## config.mk

```make
export PLATFORM = sky130hd
export DESIGN_NAME = dcache_route_mux
export DESIGN_NICKNAME = d
export VERILOG_FILES = /design/src/rtl/dcache_route_mux_pkg.sv /design/src/rtl/dcache_route_mux_route_tracker.sv /design/src/rtl/dcache_route_mux.sv
export SDC_FILE = /design/constraint.sdc
export NUM_CORES = 1
export LEC_CHECK = 0
export CAP_MARGIN = 5
export CORE_AREA = 2 2 158 160
export CTS_CLUSTER_SIZE = 12
export DETAILED_ROUTE_END_ITERATION = 12
export DIE_AREA = 0 0 160 162
export HOLD_SLACK_MARGIN = 0.12
export PLACE_DENSITY_LB_ADDON = 0.25
export SETUP_SLACK_MARGIN = 0.5
export SYNTH_ARGS = -nofsm -noshare
export SYNTH_HDL_FRONTEND = slang
export SYNTH_SLANG_ARGS = --single-unit
```

## constraint.sdc

```tcl
create_clock -name clk -period 5.3 [get_ports clk]
set_input_delay 1.06 -clock clk [delete_from_list [all_inputs] [get_ports clk]]
set_output_delay 1.06 -clock clk [all_outputs]
set_load 0.02 [all_outputs]
```

## src/rtl/dcache_route_mux_pkg.sv

```systemverilog
// dcache_route_mux_pkg: shared route encodings and default uncached window for the data-port router.
package dcache_route_mux_pkg;
   localparam logic ROUTE_CACHE = 1'b0;
   localparam logic ROUTE_BYPASS = 1'b1;
   localparam logic [31:0] UC_MASK_DEF = 32'hE000_0000;
   localparam logic [31:0] UC_MATCH_DEF = 32'hA000_0000;
endpackage

```

## src/rtl/dcache_route_mux_route_tracker.sv

```systemverilog
// route_tracker: outstanding count and owning route so responses retire in order from the right path.
module route_tracker
   import dcache_route_mux_pkg::*;
#(
   parameter int MAX_OUTSTANDING = 4
) (
   input  logic clk,
   input  logic rst,
   input  logic uc,
   input  logic accept,
   input  logic cache_data_ok,
   input  logic bridge_data_ok,
   output logic issue_ok,
   output logic retire,
   output logic route,
   output logic busy,
   output logic err_stray
);
   localparam int CW = $clog2(MAX_OUTSTANDING + 1);
   localparam logic [CW-1:0] MAX_C = CW'(MAX_OUTSTANDING);
   logic [CW-1:0] count;
   logic path_ok, other_ok, stray;
   assign path_ok = route ? bridge_data_ok : cache_data_ok;
   assign other_ok = route ? cache_data_ok : bridge_data_ok;
   assign busy = count != '0;
   assign retire = busy & path_ok;
   // a data_ok with nothing outstanding, or from the path not owning the queue, is dropped
   assign stray = other_ok | (!busy & path_ok);
   assign issue_ok = !rst & (!busy | (uc == route & count < MAX_C));
   always_ff @(posedge clk or posedge rst)
      if (rst) begin
         count <= '0;
         route <= ROUTE_CACHE;
         err_stray <= 1'b0;
      end else begin
         count <= count + CW'(accept) - CW'(retire);
         if (accept && !busy) route <= uc;
         if (stray) err_stray <= 1'b1;
      end
endmodule

```

## src/rtl/dcache_route_mux.sv

```systemverilog
// dcache_route_mux: per-request cached/uncached router for the CPU data port with perf counters.
module dcache_route_mux
   import dcache_route_mux_pkg::*;
#(
   parameter int ADDR_W = 32,
   parameter int DATA_W = 32,
   parameter int MAX_OUTSTANDING = 4,
   parameter logic [ADDR_W-1:0] UC_MASK = ADDR_W'(UC_MASK_DEF),
   parameter logic [ADDR_W-1:0] UC_MATCH = ADDR_W'(UC_MATCH_DEF),
   parameter int CNT_W = 32
) (
   input  logic              clk,
   input  logic              rst,
   input  logic              force_uncached,
   input  logic              data_req,
   input  logic              data_wr,
   input  logic [1:0]        data_size,
   input  logic [ADDR_W-1:0] data_addr,
   input  logic [DATA_W-1:0] data_wdata,
   output logic [DATA_W-1:0] data_rdata,
   output logic              data_addr_ok,
   output logic              data_data_ok,
   output logic              tocache_req,
   output logic              tocache_wr,
   output logic [1:0]        tocache_size,
   output logic [ADDR_W-1:0] tocache_addr,
   output logic [DATA_W-1:0] tocache_wdata,
   input  logic [DATA_W-1:0] fromcache_rdata,
   input  logic              fromcache_addr_ok,
   input  logic              fromcache_data_ok,
   output logic              tobridge_req,
   output logic              tobridge_wr,
   output logic [1:0]        tobridge_size,
   output logic [ADDR_W-1:0] tobridge_addr,
   output logic [DATA_W-1:0] tobridge_wdata,
   input  logic [DATA_W-1:0] frombridge_rdata,
   input  logic              frombridge_addr_ok,
   input  logic              frombridge_data_ok,
   output logic              busy,
   output logic              err_stray,
   output logic [CNT_W-1:0]  cnt_cached,
   output logic [CNT_W-1:0]  cnt_uncached,
   output logic [CNT_W-1:0]  cnt_switch_stall
);
   logic uc, route, issue_ok, accept, retire, switch_stall;
   assign uc = force_uncached | ((data_addr & UC_MASK) == UC_MATCH);
   assign data_addr_ok = issue_ok & (uc ? frombridge_addr_ok : fromcache_addr_ok);
   assign accept = data_req & data_addr_ok;
   assign switch_stall = data_req & busy & (uc != route);
   assign tocache_req = data_req & issue_ok & (uc == ROUTE_CACHE);
   assign tocache_wr = (uc == ROUTE_CACHE) & data_wr;
   assign tocache_size = uc ? '0 : data_size;
   assign tocache_addr = uc ? '0 : data_addr;
   assign tocache_wdata = uc ? '0 : data_wdata;
   assign tobridge_req = data_req & issue_ok & (uc == ROUTE_BYPASS);
   assign tobridge_wr = (uc == ROUTE_BYPASS) & data_wr;
   assign tobridge_size = uc ? data_size : '0;
   assign tobridge_addr = uc ? data_addr : '0;
   assign tobridge_wdata = uc ? data_wdata : '0;
   assign data_rdata = route ? frombridge_rdata : fromcache_rdata;
   assign data_data_ok = retire;
   route_tracker #(.MAX_OUTSTANDING(MAX_OUTSTANDING)) u_tracker (
      .clk(clk),
      .rst(rst),
      .uc(uc),
      .accept(accept),
      .cache_data_ok(fromcache_data_ok),
      .bridge_data_ok(frombridge_data_ok),
      .issue_ok(issue_ok),
      .retire(retire),
      .route(route),
      .busy(busy),
      .err_stray(err_stray)
   );
   // perf counters stick at all-ones instead of wrapping
   always_ff @(posedge clk or posedge rst)
      if (rst) begin
         cnt_cached <= '0;
         cnt_uncached <= '0;
         cnt_switch_stall <= '0;
      end else begin
         if (accept && !uc && !(&cnt_cached)) cnt_cached <= cnt_cached + CNT_W'(1);
         if (accept && uc && !(&cnt_uncached)) cnt_uncached <= cnt_uncached + CNT_W'(1);
         if (switch_stall && !(&cnt_switch_stall)) cnt_switch_stall <= cnt_switch_stall + CNT_W'(1);
      end
endmodule

```

==> impl_metrics.yaml, run 1 <==
layout:
  syn2layout_area_growth_pct: 72.2
  multiInputGateArea_um2: 3730
  drive_gt1_frac: 0.0802
  layoutNonFillerInstCount: 1399
  final_nets: 1213
  utilization: 0.462
  seq_area_um2: 2530
  fillCellCount: 2345
power:
  ir_drop_mv: 0.169
  power-per-cell-area_nw_per_um2: 239
  total_power_w: 0.00266
  p_clk_frac: 0.239
  switching_share: 0.358
  p_leak_nw: 4.67
  p_sw_w: 0.000950
  combPwrFrac: 0.421
  p_seq_frac: 0.340
  intPower_w: 0.00171
setup_path:
  r2r-end: "cnt_switch_stall[1]"
  critPathKind: "input pin to primary output"
  worstReg2RegStart: "cnt_switch_stall[0]"
  arrival_ns: 3.31
  endpoint_kind: "primary output"
  path_max_fanout: 24
  startpoint: "data_addr[30]"
  r2r_setup_slack_ns: 2.51
  start_kind: "input pin"
  cp.required_ns: 4.24
  reg2reg_depth: 6
clock_tree:
  cts-buffers-inserted: 9
  cts_resized: 0
  clock_path_buffers: 2
  cts_root_buf: "clkbuf_16"
  holdBufCountCts: 0
  htreeDepth: 3
  cts_sinks: 101
  cts_tree: "built"
  clkTransAtPathRegs_ns: 0.07
  clk_latency_ns: 0.35
  post_cts_buffers: 0
global_routing:
  antenna_found_initial: 6
  grt-ovfl-total: 0
  grt_pass1_wl_um: 43200
  grt_max_degree: 69
  track_usage: 0.215
  grt_pass1_vias: 6942
floorplanning:
  io_pins: 407
  initial_core_util: 0.268
  core_area_um2: 24100
  die_w_um: 160
  num_rows: 57
  die-area_um2: 25900
  die_y_um: 162
drt:
  dr.pass1.iters: 5
  wl_per_cell_um: 20.8
  vias_per_cell: 4.85
  drt_iter0_drc: 296
  ant_nets: 0
  finalWirelength_um: 29000
  vias: 6791
  drc_errors: 0
logic_synthesis:
  synth-edff-count: 0
  ys_types: 48
  ys_seq_area_frac: 0.391
  syn_nets: 824
  async_reset_ff_frac: 1.00
  ys.flop_type: "dfrtp_1"
  yosys_warnings: 0
  synth_cells: 679
  syn_area_per_cell_um2: 9.52
  syn-cell-area_um2: 6460
  ys_ff_latch: 101
timing:
  setup_tns_ns: 0
  hold_slack_ns: 0.493
  slew-limit-headroom: 0.409
  setup_viol: 0
  max_freq_mhz: 229
  worst_pin_slew_ns: 0.887
  slew_violations: 0
  hold_violations: 0
  rsz0062_at_grt: "false"
  fin_skew_ns: 0.0106
  finalCritPeriodShare: 0.825
  fin_crit_ns: 4.37
worst_hold_path:
  hp-start: "cnt_cached[30]"
  hold-path-endpoint: "cnt_cached[30]"
  hp-class: "flop to flop"
  hold_depth: 1
run:
  cap_violations: 0
place:
  portBuffers: 406
  place_hpwl_um: 23100
  dp.cells: 1381
  gp_congestion: 0.853
status:
  status: "completed"
==> layout by cell type, fill, tap and decap left out, types with 11 or more instances in the layout <==
cell type and n:
clkdlybuf4s50_1 406, dfrtp_1 101, and3_1 92, nor2b_1 67, xnor2_1 60, nand3_1 41
nand4_1 37, nand2_1 36, mux2_2 34, xor2_1 31, nor3_1 26, nor2_1 19
and4_1 11, inv_1 11
==> critical path: stages <==
cell and delay, ns:
clkdlybuf4s50_1 0.51, and3b_2 0.27, nor2_4 0.45, buf_4 0.37, nor2b_1 0.10, clkdlybuf4s50_1 0.54
==> metal layers <==
layer	up-vias	GRT usage	wire, µm	share of wire
li1	3188	-	-	-
met1	3259	0.278	12200	0.42
met2	297	0.337	13400	0.46
met3	43	0.0649	2420	0.083
met4	4	0.0897	1060	0.037
met5	-	0	23	0.00079
==> power groups by stage <==
stage / clock [W] / combinational [W] / sequential [W]
2_1_floorplan: 0 / 0.000535 / 0.000944
3_3_place_gp: 0 / 0.00111 / 0.000918
3_5_place_dp: 0 / 0.00112 / 0.000918
4_1_cts: 0.000656 / 0.00113 / 0.000903
5_1_grt: 0.000684 / 0.00119 / 0.000912
6_report: 0.000634 / 0.00112 / 0.000904
==> registers in the layout, indices dropped and copies added, names as in the netlist <==
name and flops:
cnt_cached 32, u_tracker.route 1, u_tracker.err_stray 1, cnt_switch_stall 32
u_tracker.count 3, cnt_uncached 32
==> area by class of cell <==
cell class / count / area share
inverter: 14 / 0.00495
clock buffer: 9 / 0.0202
antenna: 3 / 0.000674
sequential: 101 / 0.227
tap: 324 / 0.0364
timing repair buffer: 415 / 0.371
clock inverter: 6 / 0.00416
multi-input combinational: 527 / 0.335
==> cell families (layout without fill, tap and decap cells) <==
logic type | after synthesis | after routing | share of synthesized area
compound gates | 19 | 19 | 0.0219
xor+xnor | 91 | 91 | 0.123
fa+ha+maj | 6 | 6 | 0.0128
buf+inv | 51 | 444 | 0.0335
flops | 101 | 101 | 0.391
mux | 37 | 37 | 0.0641
other cells | 0 | 3 | 0
simple gates | 374 | 374 | 0.354
==> worst max path at each step <==
stage                                  end  depth (start not counted)
final                     tobridge_addr[0]                          6
after global routing      tobridge_addr[0]                          6
after CTS                 tobridge_addr[0]                          6
after detailed placement       tocache_req                          5
after global placement         tocache_req                          5
after floorplan              cnt_cached[0]                          1
==> Yosys cell counts (all sizes together) (3+ instances only) <==
library cell	count	share of area
a21oi	7	0.0066
and2	7	0.0068
and3	92	0.089
and4	11	0.015
buf	12	0.011
clkbuf	25	0.015
dfrtp	101	0.39
ha	5	0.0097
inv	14	0.0081
mux2	35	0.061
nand2	37	0.022
nand3	41	0.032
nand3b	3	0.0035
nand4	39	0.040
nor2	21	0.013
nor2b	67	0.065
nor3	27	0.021
nor3b	4	0.0072
nor4	14	0.024
or3	4	0.0039
xnor2	60	0.081
xor2	31	0.042
==> stage by stage <==
| step | worst slack [ns] | cell area, µm² |
|---|---|---|
| 2_1_floorplan | 1.59 | 6460 |
| 3_3_place_gp | 0.954 | 10900 |
| 3_5_place_dp | 0.933 | 10900 |
| 4_1_cts | 0.933 | 11100 |
| 5_1_grt | 0.780 | 11100 |
| 6_report | 0.928 | 11100 |
Power figures use the tool's default switching activity.
==> run 2, diff against run 1 <==
CORE_AREA = 2 2 159 161   (was 2 2 158 160)
DIE_AREA = 0 0 161 163   (was 0 0 160 162)
clock period = 4.2 ns   (was 5.3 ns; I/O delays follow)
==> impl_metrics.yaml, run 2 (synthesized netlist as in run 1, its figures left out) <==
status:
  status: "completed"
power:
  total_power_w: 0.00345
  ir_drop_mv: 0.149
  p_leak_nw: 4.82
  power-per-cell-area_nw_per_um2: 304
clock_tree:
  clock_path_buffers: 2
  clkTransAtPathRegs_ns: 0.07
  cts-buffers-inserted: 9
  cts_tree: "built"
  cts_sinks: 101
  cts_root_buf: "clkbuf_16"
  holdBufCountCts: 0
  htreeDepth: 3
  clk_latency_ns: 0.35
timing:
  fin_ws_ns: 0.446
  slew-limit-headroom: 0.383
  fin_skew_ns: 0.0105
  setup_tns_ns: 0
  slew_violations: 0
  fin_crit_ns: 3.75
  rsz0062_at_grt: "true"
  setup_viol: 0
  hold_violations: 0
  worst_pin_slew_ns: 0.926
  max_freq_mhz: 266
  finalCritPeriodShare: 0.894
global_routing:
  grt-ovfl-total: 0
  grt_pass1_wl_um: 44800
  grt_pass1_vias: 6826
  grt_max_degree: 72
  track_usage: 0.231
  antenna_found_initial: 2
place:
  place_hpwl_um: 25100
  gp_congestion: 0.871
  portBuffers: 406
  placed_area_um2: 11000
  pre_cts_ws_ns: -0.0375
worst_hold_path:
  hold-path-endpoint: "cnt_uncached[23]"
  hold_depth: 1
  hp-start: "cnt_uncached[23]"
  hp-class: "flop to flop"
setup_path:
  arrival_ns: 2.91
  path_max_fanout: 4
  reg2reg_depth: 9
  endpoint_kind: "primary output"
  critPathKind: "input pin to primary output"
  cp.required_ns: 3.36
  r2r-end: "u_tracker.count[2]"
  start_kind: "input pin"
  worstReg2RegStart: "u_tracker.route"
  r2r_setup_slack_ns: 1.22
drt:
  drt_iter0_drc: 359
  dr.pass1.iters: 4
  vias: 6801
  finalWirelength_um: 31300
  drc_errors: 0
  vias_per_cell: 4.81
  ant_nets: 0
  wl_per_cell_um: 22.1
floorplanning:
  io_pins: 407
  core_area_um2: 24700
  num_rows: 58
  initial_core_util: 0.262
  die_w_um: 161
  die_y_um: 163
  die-area_um2: 26200
layout:
  fillCellCount: 2370
  final_common_cell: "clkdlybuf4s50_1"
  final_nets: 1222
  final_area_um2: 11400
  drive_gt1_frac: 0.0961
  mostFrequentLayoutCells: "clkdlybuf4s50_1 (392), dfrtp_1 (101), and3_1 (92), nor2b_1 (67), xnor2_1 (60)"
  reg_top3: "cnt_cached: 32 flops, cnt_switch_stall: 32 flops, cnt_uncached: 32 flops"
  syn2layout_area_growth_pct: 75.9
run:
  cap_violations: 0
## run 2: final cells by class
class                      count  area, µm²  area share
antenna                        1       2.50    0.000220
clock buffer                  11        243      0.0213
clock inverter                 5       60.1     0.00528
inverter                      14       57.6     0.00506
multi-input combinational    529       3760       0.331
sequential                   101       2530       0.222
tap                          330        413      0.0363
timing repair buffer         422       4310       0.379
## run 2: worst max-delay path, cell delays in order
cell and delay (ns):
clkdlybuf4s50_1 0.50, and3b_2 0.34, nor2_4 0.09, buf_12 0.15
nor2b_1 0.30, clkdlybuf4s50_1 0.69
## run 2: where the power goes
part	total, W	switching (W)	leakage, nW	internal, W
Combinational	0.00143	0.000703	3.32	0.000722
Clock	0.000860	0.000380	0.146	0.000480
Sequential	0.00117	0.000128	1.35	0.00104
## run 2: worst max-delay path by stage
stage               cells past startpoint                  to           from
global route                            5   tobridge_addr[14]  data_addr[30]
finish                                  6   tobridge_addr[29]  data_addr[31]
global placement                        6  tobridge_wdata[22]  data_addr[30]
CTS                                     5   tobridge_wdata[7]  data_addr[30]
detailed placement                      6  tobridge_wdata[15]  data_addr[30]
floorplan                               1       cnt_cached[0]            rst
## run 2: routing by layer
metal | vias up | global-route usage | share of wire
met3 | 42 | 0.0736 | 0.082
met4 | 4 | 0.102 | 0.046
met5 | - | 0 | 0.00083
met2 | 288 | 0.357 | 0.45
li1 | 3205 | - | -
met1 | 3262 | 0.295 | 0.42
## run 2: stage by stage
stage	utilization	instances	hold slack [ns]
3_5_place_dp	0.446	1391	0.478
3_3_place_gp	0.446	1391	0.476
6_report	0.461	1413	0.498
5_1_grt	0.461	1412	0.503
4_1_cts	0.460	1412	0.495
2_1_floorplan	-	679	0.592
## run 2: what timing repair did
item,in CTS,in global routing
resized for setup,5,6
setup buffers,3,0
pin swaps,1,0
cloned,2,0
endpoints found under the setup margin,72,77
